**src/rtl/imm_narrow_pkg.sv**
```systemverilog
// Shared types and constants for the immediate-narrowing block.
// The width defaults normally come from the shared def.v; fallbacks keep a standalone build whole.
`ifndef PC_mem_Addr_n
`define PC_mem_Addr_n 16
`endif
`ifndef Imm_n
`define Imm_n 8
`endif

package imm_narrow_pkg;

  // How the low IMM_W bits are meant to be re-extended by the consumer.
  typedef enum logic {
    FIELD_UNSIGNED = 1'b0,
    FIELD_SIGNED   = 1'b1
  } field_e;

  localparam int              CNT_W   = 8;
  localparam logic [CNT_W-1:0] CNT_MAX = '1;

endpackage

```
**src/rtl/imm_narrow_skid.sv**
```systemverilog
// narrow_skid: two-entry elastic buffer (output register + skid register).
// in_ready comes straight from a flop, so upstream never sees a combinational path from out_ready.
module narrow_skid #(
  parameter int W = 9
) (
  input  logic         clk,
  input  logic         rst,
  input  logic         in_valid,
  output logic         in_ready,
  input  logic [W-1:0] in_data,
  output logic         out_valid,
  input  logic         out_ready,
  output logic [W-1:0] out_data
);

  logic         skid_valid;
  logic [W-1:0] skid_data;
  logic         in_fire;

  assign in_fire  = in_valid && in_ready;
  assign in_ready = !skid_valid;

  // NOTE: state is updated with non-blocking assignments so every flop samples pre-edge values.
  // NOTE: the payload registers are reset too, because out_data must read zero after reset.
  always_ff @(posedge clk) begin
    if (rst) begin
      out_valid  <= 1'b0;
      out_data   <= '0;
      skid_valid <= 1'b0;
      skid_data  <= '0;
    end else if (!out_valid || out_ready) begin
      // Output slot frees this edge: refill from skid first to keep order.
      if (skid_valid) begin
        out_data   <= skid_data;
        out_valid  <= 1'b1;
        skid_valid <= 1'b0;
      end else begin
        out_valid <= in_fire;
        if (in_fire) out_data <= in_data;
      end
    end else if (in_fire) begin
      skid_data  <= in_data;
      skid_valid <= 1'b1;
    end
  end

endmodule

```
**src/rtl/imm_narrow.sv**
```systemverilog
// imm_narrow: narrows a WORD_W word to an IMM_W immediate, flags overflow and counts it.
// Define IMM_NARROW_SAT_EN to saturate overflowing values; by default they wrap.
module imm_narrow
  import imm_narrow_pkg::*;
#(
  parameter int WORD_W = `PC_mem_Addr_n,
  parameter int IMM_W  = `Imm_n
) (
  input  logic              clk,
  input  logic              rst,
  input  logic              in_valid,
  output logic              in_ready,
  input  logic              in_flag,
  input  logic [WORD_W-1:0] in_data,
  output logic              out_valid,
  input  logic              out_ready,
  output logic [IMM_W-1:0]  out_data,
  output logic              out_ovf,
  output logic [CNT_W-1:0]  ovf_cnt,
  input  logic              clr_cnt
);

  field_e                    field;
  logic [WORD_W-IMM_W-1:0]   upper_u;
  logic [WORD_W-IMM_W:0]     upper_s;
  logic                      fit;
  logic [IMM_W-1:0]          narrowed;
  logic                      in_fire;

  assign field   = field_e'(in_flag);
  assign upper_u = in_data[WORD_W-1:IMM_W];
  assign upper_s = in_data[WORD_W-1:IMM_W-1];
  assign in_fire = in_valid && in_ready;

  // NOTE: every always_comb output gets a default first so no path leaves it unassigned (no latch).
  always_comb begin
    fit      = 1'b0;
    narrowed = in_data[IMM_W-1:0];
    if (field == FIELD_SIGNED) fit = (&upper_s) || !(|upper_s);
    else                       fit = !(|upper_u);
`ifdef IMM_NARROW_SAT_EN
    if (!fit) begin
      if (field == FIELD_UNSIGNED)  narrowed = '1;
      else if (in_data[WORD_W-1])   narrowed = {1'b1, {(IMM_W-1){1'b0}}};
      else                          narrowed = {1'b0, {(IMM_W-1){1'b1}}};
    end
`endif
  end

  narrow_skid #(
    .W(IMM_W + 1)
  ) u_skid (
    .clk      (clk),
    .rst      (rst),
    .in_valid (in_valid),
    .in_ready (in_ready),
    .in_data  ({!fit, narrowed}),
    .out_valid(out_valid),
    .out_ready(out_ready),
    .out_data ({out_ovf, out_data})
  );

  // Clear wins over a same-edge increment; the count sticks at its maximum.
  always_ff @(posedge clk) begin
    if (rst || clr_cnt)                               ovf_cnt <= '0;
    else if (in_fire && !fit && ovf_cnt != CNT_MAX)   ovf_cnt <= ovf_cnt + 1'b1;
  end

endmodule

```
**config.mk**
```make
export PLATFORM = sky130hd
export DESIGN_NAME = imm_narrow
export DESIGN_NICKNAME = d
export VERILOG_FILES = /design/src/rtl/imm_narrow_pkg.sv /design/src/rtl/imm_narrow_skid.sv /design/src/rtl/imm_narrow.sv
export SDC_FILE = /design/constraint.sdc
export NUM_CORES = 1
export LEC_CHECK = 0
export ABC_AREA = 1
export BUFFER_PORTS_ARGS = -buffer_cell sky130_fd_sc_hd__buf_2
export CAP_MARGIN = 20
export CORE_MARGIN = 3
export CORE_UTILIZATION = 30
export CTS_CLUSTER_SIZE = 40
export DETAILED_ROUTE_END_ITERATION = 12
export HOLD_SLACK_MARGIN = 0.08
export PLACE_DENSITY = 0.47
export SLEW_MARGIN = 20
export SYNTH_ARGS = -nofsm -noshare
export SYNTH_HDL_FRONTEND = slang
export SYNTH_SLANG_ARGS = --single-unit
```
**constraint.sdc**
```tcl
create_clock -name clk -period 4.19 [get_ports clk]
set_clock_uncertainty 0.2 [all_clocks]
set_input_delay 0.419 -clock clk [delete_from_list [all_inputs] [get_ports clk]]
set_output_delay 0.419 -clock clk [all_outputs]
set_load 0.1 [all_outputs]
```
Yosys cells after proc, flatten, opt, wreduce, memory -nomap -nowiden --
Cells that the tools add are included.
Operators by class: add/subtract/negate cells 1, equality and inequality tests 1, muxes and demuxes 4, bitwise operators 1, reductions and logical operators 18
Operator list (number):
- two-way mux 9 bit | 2
- AND reduction 9 bit | 1
- OR reduction 9 bit | 1
- adder 8 x 1 -> 8 bit, second input constant | 1
- != test 8 bit, second input constant | 1
- OR reduction 8 bit | 1
- logical NOT 1 bit | 5
- AND reduction 2 bit | 2
- logical AND 1 bit | 3
- logical OR 1 bit | 3
- two-way mux 1 bit | 2
- nonzero test 2 bit | 1
- OR reduction 2 bit | 1
- NOT 1 bit | 1
Word-level totals: register bits 28, input bits 22, output and inout bits 19, logic and storage cells 30

Depth between registers and ports, before layout --
Gate-level depths: netlist of run 1.
word-level depth 7, gate-level depth with buffers 9, mapped depth without buffers 9

Cells and area by module --
Synthesis of run 1 repeated with hierarchy kept, for this count alone.
Unflattened totals: cell total of the unflattened synthesis 247, area, all modules 1601.5 um^2
By module, submodules not included:
- narrow_skid | instances 1, cells an instance 147, area each 982.2 um^2, seq. area each 400.4 um^2
- imm_narrow | instances 1, cells an instance 100, area each 619.3 um^2, seq. area each 160.2 um^2

Least setup slack after synthesis of run 1 --
OpenSTA, ideal clock, no wires.
path kind register -> register, start point reg ovf_cnt[1], end point reg ovf_cnt[2], library setup time 70 ps, arrival 2008 ps, required time 3920 ps, setup slack 1913 ps, stages on the path, launching flop included 8, buffers on the path 0, period minus slack after synthesis 2277 ps, path through dfxtp_1 > ha_1 > nand2_1 > nor2_2 > nand2_1 > nand4_2 > nand2_1 > a21oi_1
On the way: cells in the longest elaborated chain, start to end 2, elaborated cells between the ends (all ways) 3, those cells by class add/sub: 1; eq/ne: 1; reduce/logical: 1
Ends and longest elaborated chain:
- start: declaration | line imm_narrow.sv:19 | output logic [CNT_W-1:0] ovf_cnt,
- start signal: assignment | line imm_narrow.sv:66 | else if (in_fire && !fit && ovf_cnt != CNT_MAX) ovf_cnt <= ovf_cnt + 1'b1;
- parallel branches: the longest is 2 deep, another holds adder 8 x 1 -> 8 bit
Several ways; the timed one is not identified. A chain may end at the register's enable or synchronous reset.

Worst setup path in the final report of run 1 --
start point reg u_skid.skid_valid, end point out in_ready
On the way: cells in the longest elaborated chain, start to end 1
Ends and longest elaborated chain:
- start: declaration | line imm_narrow_skid.sv:16 | logic skid_valid;
- start signal: assignment | line imm_narrow_skid.sv:29 | skid_valid <= 1'b0;
- start signal: assignment | line imm_narrow_skid.sv:36 | skid_valid <= 1'b0;
- start signal: assignment | line imm_narrow_skid.sv:43 | skid_valid <= 1'b1;
- logical NOT 1 bit | line imm_narrow_skid.sv:21 | assign in_ready = !skid_valid;
- end: declaration | line imm_narrow.sv:12 | output logic in_ready,
Every way passes these cells.

==> impl_metrics.tcl, run 1 <==
set metrics [dict create \
    critical_path_class "reg -> out" \
    drt_pass1_iterations 4 \
    nNetsFinal 257 \
    ios 41 \
    cts_tree "built" \
    pwr_density_cell_nw_per_um2 351 \
    cp-end-kind "output pin" \
    peakVddDrop_mv 0.166 \
    synth_area_um2 1370 \
    antenna_found_initial 0 \
    antenna_left 0 \
    yosysWarnings 0 \
    clock_sinks 28 \
    grt-ovfl-total 0 \
    mostFrequentLayoutCell "nand2_1" \
    post_cts_buffers 0 \
    clock_latency_ps 270 \
    final_cell_mix "nand2_1 (48), buf_2 (40), nor2_1 (35)" \
    cts_root_buf "clkbuf_8" \
    setup_tns_ps 0 \
    htree_levels 1 \
    seq_area_um2 561 \
    dp_hpwl_mm 2.35 \
    max_stage_delay_ps 730 \
    via_per_inst 4.73 \
    required_ps 3570 \
    grt_setup_unrepaired "no" \
    finalCritPeriodShare 0.528 \
    run_status "finished clean" \
    cts_made_buffers 3 \
    slew_headroom 0.582 \
    postSynthCellCount 192 \
    port_buffers 40 \
    grt_max_degree 19 \
    syn_to_final_growth_pct 21.5 \
    cp.arrival_ps 1590 \
    start_kind "flop" \
    synth.distinct_cells 25 \
    initial_core_util 0.325 \
    finalNonFillerCells 283 \
    finalHoldViolCount 0 \
    whs_ps 135 \
    place.gp.congestion 0.754 \
    postCtsResizedCells 0 \
    leakage_nw 0.737 \
    synth_top_cell_by_area "dfxtp_1" \
    fp.dieW_um 73.5 \
    cp.depth 2 \
    drc 0 \
    dpl_worst_slack_ps 2260 \
    syn_avg_cell_area_um2 7.11 \
    met1_length_mm 1.48 \
    finalSetupViolations 0 \
    setup_slack_ps 1980 \
    hp-class "in -> reg" \
    synth_top_area_frac 0.411 \
    worst_pin_slew_ps 627 \
    clock.fmax_mhz 452 \
    syn-num-nets 215 \
    ys_ff_latch 28 \
    vias 1340 \
    min_path_cells 2 \
    fill_cells 455 \
    cts.path.max_buffers 2 \
    wl_met2_mm 1.54 \
    maxCapViolations 0 \
    dp_cells 279 \
    drtIter0Drc 70 \
    die_area_um2 5400 \
    cp_cell_sequence "inv_2 > buf_2" \
    track_usage 0.122 \
    multiInputGateArea_um2 721 \
    grt_pass1_wl_mm 5.31 \
    path_max_fanout 12 \
    die_y_um 73.5 \
    grt_pass1_vias 1178 \
    cts.hold.buffers_added 0 \
    drt_wl_total_mm 3.18 \
    slew_violations 0 \
    diodes 0 \
    route.met3.wl_um 143 \
    reg2reg_depth 5 \
    fin_crit_ps 2210 \
    routedWlPerCell_um 11.2 \
    reg2reg_slack_ps 2510 \
    core_um2 4200 \
    path_clk_slew_ps 90 \
    critPathTopFamily "flip-flops" \
    drive_above_1_share 0.240 \
    crit_buf_inv 2 \
    cp_slowest_cell "dfxtp_1" \
    synth.area.top_cells "dfxtp_1 (41%), nand2_1 (13%), nor2_1 (9.6%)" \
    top_layer_used "met4" \
    yosysSeqAreaShare 0.411 \
    std_cell_rows 23 \
]
[cells by family (layout without fill, tap and decap cells)]
logic type	Yosys count	after routing	synth area share
compound gates	35	35	0.139
xor+xnor	3	3	0.0193
fa+ha+maj	1	1	0.00916
buf+inv	19	60	0.0614
flops	28	28	0.411
simple gates	106	106	0.360
[cell usage after synthesis (all sizes together)]
| cell | instances |
|---|---|
| a31oi | 9 |
| clkbuf | 1 |
| ha | 1 |
| nand3b | 1 |
| buf | 2 |
| clkinv | 1 |
| a21oi | 7 |
| dfxtp | 28 |
| inv | 15 |
| nand4 | 8 |
| xor2 | 3 |
| nand2 | 49 |
| nor3 | 2 |
| nand3 | 5 |
| o21ai | 19 |
| nor2 | 41 |
[layer usage]
metal  global-route usage  vias to the layer above
li1                     -                      710
met1                0.152                      602
met2                0.214                       26
met3               0.0328                        2
met4               0.0181                        0
met5                    0                        -
[worst paths after layout]
path | from | to
max | u_skid.skid_valid | in_ready
min | rst | u_skid.out_valid
max reg2reg | u_skid.skid_valid | u_skid.skid_data[8]
min reg2reg | u_skid.skid_data[7] | u_skid.out_data[7]
[cell type report]
cell class,instances,area share
multi-input combinational,145,0.434
sequential,28,0.338
timing repair buffer,40,0.121
tap,50,0.0377
inverter,16,0.0362
clock buffer,4,0.0332
[through the flow]
step | utilization | area [µm²] | total power [mW]
final | 0.395 | 1660 | 0.583
after global routing | 0.395 | 1660 | 0.610
after CTS | 0.395 | 1660 | 0.592
after detailed placement | 0.382 | 1600 | 0.421
after global placement | 0.382 | 1600 | 0.422
after floorplan | - | 1370 | 0.394
[where the power goes]
| part | internal (mW) | leakage, nW | switching (mW) |
|---|---|---|---|
| clock network | 0.0841 | 0.0288 | 0.0847 |
| registers | 0.279 | 0.229 | 0.00694 |
| logic | 0.0275 | 0.480 | 0.101 |
| total | 0.390 | 0.737 | 0.193 |
[state kept, by name, indices dropped and copies added (netlist names)]
| name | flops |
|---|---|
| ovf_cnt | 8 |
| u_skid.out_data | 9 |
| u_skid.out_valid | 1 |
| u_skid.skid_data | 9 |
| u_skid.skid_valid | 1 |
Note: power is estimated with default switching activity, not from simulation.
==> run 2, diff against run 1 <==
--- a/config.mk
+++ b/config.mk
@@ -5,7 +5,7 @@
 export SDC_FILE = /design/constraint.sdc
 export NUM_CORES = 1
 export LEC_CHECK = 0
-export ABC_AREA = 1
+export ABC_AREA = 0
 export BUFFER_PORTS_ARGS = -buffer_cell sky130_fd_sc_hd__buf_2
 export CAP_MARGIN = 20
 export CORE_MARGIN = 3
@@ -13,7 +13,7 @@
 export CTS_CLUSTER_SIZE = 40
 export DETAILED_ROUTE_END_ITERATION = 12
 export HOLD_SLACK_MARGIN = 0.08
-export PLACE_DENSITY = 0.47
+export PLACE_DENSITY = 0.48
 export SLEW_MARGIN = 20
 export SYNTH_ARGS = -nofsm -noshare
 export SYNTH_HDL_FRONTEND = slang
==> constraint.sdc (replaced) <==
create_clock -name clk -period 2.1 [get_ports clk]
set_clock_uncertainty 0.2 [all_clocks]
set_input_delay 0.21 -clock clk [delete_from_list [all_inputs] [get_ports clk]]
set_output_delay 0.21 -clock clk [all_outputs]
set_load 0.1 [all_outputs]
==> run 2 against run 1 <==
Effect of this change: sequential share of layout area shrank 0.40 points; highest routed layer unchanged; count of clock-buffer cells in the layout shrank 1; largest cell class unchanged; wire length shrank 1.2%; synthesized cell count shrank 23%.
==> impl_metrics.tcl, run 2 <==
set metrics [dict create \
    run_status "finished clean" \
    vias 1207 \
    swShare 0.300 \
    htree_levels 1 \
    synth.distinct_cells 31 \
    cts.path.max_buffers 2 \
    ios 41 \
    finalCritPeriodShare 0.923 \
    p_clk_frac 0.340 \
    placed_area_um2 1510 \
    clock_latency_ps 270 \
    synth_area_um2 1260 \
    mostFrequentLayoutCell "buf_2" \
    drc 0 \
    slew_violations 0 \
    synthSimpleGateAreaFrac 0.280 \
    cp-end-kind "flop" \
    yosysMostFrequentCell "dfxtp_1" \
    die_y_um 70.8 \
    dp_hpwl_mm 2.27 \
    cts.hold.buffers_added 12 \
    pwr_density_cell_nw_per_um2 735 \
    top_layer_used "met4" \
    met1_length_mm 1.62 \
    post_cts_buffers 0 \
    routedWlPerCell_um 12.7 \
    grt_max_degree 22 \
    yosysSeqAreaShare 0.445 \
    finalSetupViolations 0 \
    synth_top_area_frac 0.445 \
    postSynthCellCount 148 \
    synth_common_cells "dfxtp_1 (28), nand2_1 (25), a21oi_1 (15)" \
    wl_met2_mm 1.33 \
    finalNonFillerCells 248 \
    finalHoldViolCount 0 \
    track_usage 0.130 \
    clock.fmax_mhz 516 \
    syn_avg_cell_area_um2 8.50 \
    antenna_found_initial 0 \
    grt_pass1_vias 1111 \
    p_int_mw 0.877 \
    final_cell_area_um2 1710 \
    fill_cells 405 \
    via_per_inst 4.87 \
    ys_ff_latch 28 \
    start_kind "input port" \
    cp.arrival_ps 1940 \
    async_flop_share 0 \
    final_cell_mix "buf_2 (40), nand2_1 (25), dfxtp_1 (21)" \
    top_regs "u_skid.out_data x9, u_skid.skid_data x9, ovf_cnt x8" \
    place.gp.congestion 0.756 \
    required_ps 2100 \
    synth_edf_count 0 \
    grt_pass1_wl_mm 5.30 \
    synthMuxAreaShare 0.0716 \
    initial_core_util 0.327 \
    fp.dieW_um 70.8 \
    worst_pin_slew_ps 488 \
    peakVddDrop_mv 0.315 \
    path_clk_slew_ps 100 \
    grt_setup_unrepaired "no" \
    cts_root_buf "clkbuf_8" \
    nNetsFinal 224 \
    leakage_nw 0.666 \
    antenna_left 0 \
    synth.area.top_cells "dfxtp_1 (45%), nand2_1 (7.5%), mux2i_1 (7.2%)" \
    syn_to_final_growth_pct 35.5 \
    std_cell_rows 22 \
    synth_fa_ha_area_frac 0.00994 \
    route.met3.wl_um 164 \
    critical_path_class "in -> reg" \
    synth_xor_area_frac 0 \
    fin_crit_ps 1940 \
    syn-num-nets 171 \
    core_um2 3850 \
    setup_tns_ps 0 \
    drt_pass1_iterations 4 \
    path_max_fanout 11 \
    port_buffers 40 \
    synth_top_cell_by_area "dfxtp_1" \
    dp_cells 232 \
    hp-class "in -> reg" \
    pwr-share-seq 0.451 \
    switchingPower_mw 0.376 \
    clock_sinks 28 \
    cts_tree "built" \
    maxCapViolations 0 \
    cts_made_buffers 3 \
    synthFlopType "dfxtp_1" \
    drive_above_1_share 0.305 \
    drt_wl_total_mm 3.14 \
    slew_headroom 0.677 \
    die_area_um2 5010 \
    diodes 0 \
    comb_power_share 0.209 \
    yosysWarnings 0 \
    drtIter0Drc 95 \
    synth_top_family_by_area "simple AND/OR/NAND/NOR gates" \
    postCtsResizedCells 0 \
    grt-ovfl-total 0 \
    synth_compound_area_frac 0.158 \
]
## run 2: path summary, 6_finish.rpt
path                  startpoint                   to  slack (ps)  depth (start not counted)
max                   in_data[7]           ovf_cnt[5]         160                          7
min                          rst           ovf_cnt[3]          90                          3
max reg2reg           ovf_cnt[0]           ovf_cnt[5]         360                          5
min reg2reg  u_skid.skid_data[2]  u_skid.skid_data[2]         260                          2
## run 2: through the flow
| stage | setup slack (ps) | hold slack (ps) | utilization | power, mW |
|---|---|---|---|---|
| finish | 161 | 90.4 | 0.443 | 1.25 |
| global route | 19.0 | 96.4 | 0.443 | 1.31 |
| detailed placement | 385 | 248 | 0.393 | 0.825 |
| floorplan | 12.5 | 146 | - | 0.767 |
| CTS | 165 | 87.1 | 0.443 | 1.27 |
| global placement | 439 | 242 | 0.393 | 0.822 |
## run 2: layout make-up
| cell class | instances | area (µm²) | share of cell area |
|---|---|---|---|
| clock buffer | 3 | 41.3 | 0.0242 |
| clock inverter | 1 | 30.0 | 0.0176 |
| inverter | 2 | 7.51 | 0.00440 |
| multi-input combinational | 111 | 654 | 0.384 |
| sequential | 28 | 569 | 0.334 |
| tap | 48 | 60.1 | 0.0352 |
| timing repair buffer | 55 | 343 | 0.201 |
## run 2: cell families after synthesis
group	after synthesis
DFF	28
and+or+nand+nor	69
buffers and inverters	9
muxes	9
AOI/OAI and AO/OA	32
adders and majority gates	1
## run 2: routing by layer
layer  GRT usage  vias up
li1            -      641
met1       0.188      531
met2       0.196       33
met3      0.0270        2
met4      0.0376        0
met5           0        -
## run 2: critical path: stages
cell,delay (ps)
dlygate4sd3_1,530
buf_2,140
nand2_2,70
or3_4,150
nand3_2,170
or4_1,530
a21oi_1,150
## run 2: power groups by stage
stage                     clock, mW  sequential (mW)  combinational [mW]
after global placement            0            0.576               0.246
after CTS                     0.438            0.565               0.264
after floorplan                   0            0.700              0.0671
after global routing          0.458            0.568               0.281
after detailed placement          0            0.577               0.248
final                         0.427            0.565               0.262
==> run 3, diff against run 2 <==
--- a/config.mk
+++ b/config.mk
@@ -9,11 +9,12 @@
 export BUFFER_PORTS_ARGS = -buffer_cell sky130_fd_sc_hd__buf_2
 export CAP_MARGIN = 20
 export CORE_MARGIN = 3
-export CORE_UTILIZATION = 30
+export CORE_UTILIZATION = 49
 export CTS_CLUSTER_SIZE = 40
 export DETAILED_ROUTE_END_ITERATION = 12
 export HOLD_SLACK_MARGIN = 0.08
-export PLACE_DENSITY = 0.48
+export PLACE_DENSITY = 0.74
+export SETUP_SLACK_MARGIN = 0.3
 export SLEW_MARGIN = 20
 export SYNTH_ARGS = -nofsm -noshare
 export SYNTH_HDL_FRONTEND = slang
==> constraint.sdc (replaced) <==
create_clock -name clk -period 2.2 [get_ports clk]
set_clock_uncertainty 0.2 [all_clocks]
set_input_delay 0.22 -clock clk [delete_from_list [all_inputs] [get_ports clk]]
set_output_delay 0.22 -clock clk [all_outputs]
set_load 0.1 [all_outputs]
==> run 3 against run 2 <==
Effect of this change: register-to-register slack improved by 30 ps; setup slack gained 190 ps; worst hold slack improved by 10 ps; count of clock-buffer cells in the layout rose by 1; via count grew 4.9%; largest power group unchanged; first-iteration DRC count is 66% lower.
==> impl_metrics.tcl, run 3 (synthesis results as in run 2) <==
set metrics [dict create \
    finalSetupViolations 0 \
    reg2reg_slack_ps 390 \
    slew_violations 0 \
    top_regs "u_skid.out_data x9, u_skid.skid_data x9, ovf_cnt x8" \
    drt_pass1_iterations 4 \
    drive_above_1_share 0.337 \
    core_um2 2320 \
    drt_wl_total_mm 3.12 \
    cts.path.max_buffers 2 \
    fin_crit_ps 1850 \
    slew_headroom 0.675 \
    port_buffers 40 \
    clock_latency_ps 320 \
    setup_tns_ps 0 \
    via_per_inst 5.50 \
    fill_cells 179 \
    cts_root_buf "clkbuf_4" \
    syn_to_final_growth_pct 34.0 \
    critical_path_class "in -> reg" \
    whs_ps 100 \
    dp_cells 211 \
    grt_pass1_vias 1178 \
    fp.dieW_um 56.7 \
    antenna_found_initial 0 \
    track_usage 0.201 \
    place.gp.congestion 0.858 \
    required_ps 2270 \
    htree_levels 1 \
    path_clk_slew_ps 150 \
    vias 1266 \
    hp-class "in -> reg" \
    cts_tree "built" \
    max_stage_delay_ps 540 \
    die_area_um2 3210 \
    grt_setup_unrepaired "no" \
    die_y_um 56.7 \
    utilization 0.727 \
    leakage_nw 0.664 \
    final_cell_mix "buf_2 (40), nand2_1 (25), dfxtp_1 (20)" \
    mostFrequentLayoutCell "buf_2" \
    finalHoldViolCount 0 \
    grt_pass1_wl_mm 5.13 \
    worst_pin_slew_ps 490 \
    run_status "finished clean" \
    ios 41 \
    finalCritPeriodShare 0.841 \
    antenna_left 0 \
    peakVddDrop_mv 0.548 \
    cts_made_buffers 3 \
    start_kind "input port" \
    drtIter0Drc 32 \
    dp_hpwl_mm 2.17 \
    initial_core_util 0.543 \
    std_cell_rows 17 \
    diodes 0 \
    path_max_fanout 11 \
    maxCapViolations 0 \
    routedWlPerCell_um 13.5 \
    clock.fmax_mhz 540 \
    pwr_density_cell_nw_per_um2 618 \
    grt-ovfl-total 0 \
    cp_cell_sequence "dlygate4sd3_1 > buf_2 > nor2b_4 > nand3_4 > or4_1 > a21oi_1" \
    cp.arrival_ps 1920 \
    cp_slowest_cell "or4_1" \
    nNetsFinal 226 \
    drc 0 \
    cp-end-kind "flop" \
    grt_max_degree 23 \
    finalNonFillerCells 230 \
    clock_sinks 28 \
]
run 3: cell count changes in the layout (fill, tap and decap cells not counted), moves of 2 or more:
| cell | before | now |
|---|---|---|
| clkbuf_4 | 0 | 3 |
| buf_4 | 3 | 5 |
| clkbuf_8 | 3 | 1 |
| dfxtp_4 | 0 | 2 |
run 3: final cells by class:
cell class                      count  area (µm²)  area share
Multi-Input combinational cell    111         674       0.400
Sequential cell                    28         576       0.341
Timing Repair Buffer               57         358       0.212
Clock buffer                        4        36.3      0.0215
Tap cell                           28        35.0      0.0208
Inverter                            2        7.51     0.00445
run 3: stage by stage:
step / worst slack, ps / power [mW] / cell area, µm²
after CTS: 330 / 1.04 / 1640
after global placement: 499 / 0.779 / 1490
final: 349 / 1.04 / 1690
after floorplan: 315 / 0.732 / 1270
after detailed placement: 415 / 0.783 / 1490
after global routing: 284 / 1.10 / 1690
run 3: worst max-delay path: cells and delay by family:
kind / cells / cell delay [ps]
AND/OR/NAND/NOR: 3 / 900
AO/OA/AOI/OAI: 1 / 170
buffers and inverters: 2 / 630
run 3: path summary, 6_finish.rpt:
check,start,endpoint,cells after the start
worst max register to register,ovf_cnt[0],ovf_cnt[5],5
worst min register to register,u_skid.skid_data[7],u_skid.skid_data[7],2
worst max-delay path,in_valid,ovf_cnt[7],6
worst min-delay path,rst,u_skid.skid_data[4],2
run 3: what timing repair did:
action / CTS / global route
resized for setup: 0 / 6
hold buffers: 12 / 0
setup endpoints to repair: 0 / 2
hold endpoints to repair: 26 / 0
setup buffers: 0 / 3
run 3: power by group:
group	switching [mW]	total, mW	internal, mW
clock	0.150	0.251	0.101
sequential	0.0115	0.538	0.527
combinational	0.186	0.253	0.0670
run 3: metal layers:
metal / vias up / track usage / routed length (µm)
met5: - / 0 / 0
met4: 0 / 0.0847 / 66
met3: 8 / 0.0506 / 156
met2: 36 / 0.335 / 1490
met1: 578 / 0.241 / 1400
li1: 644 / - / -
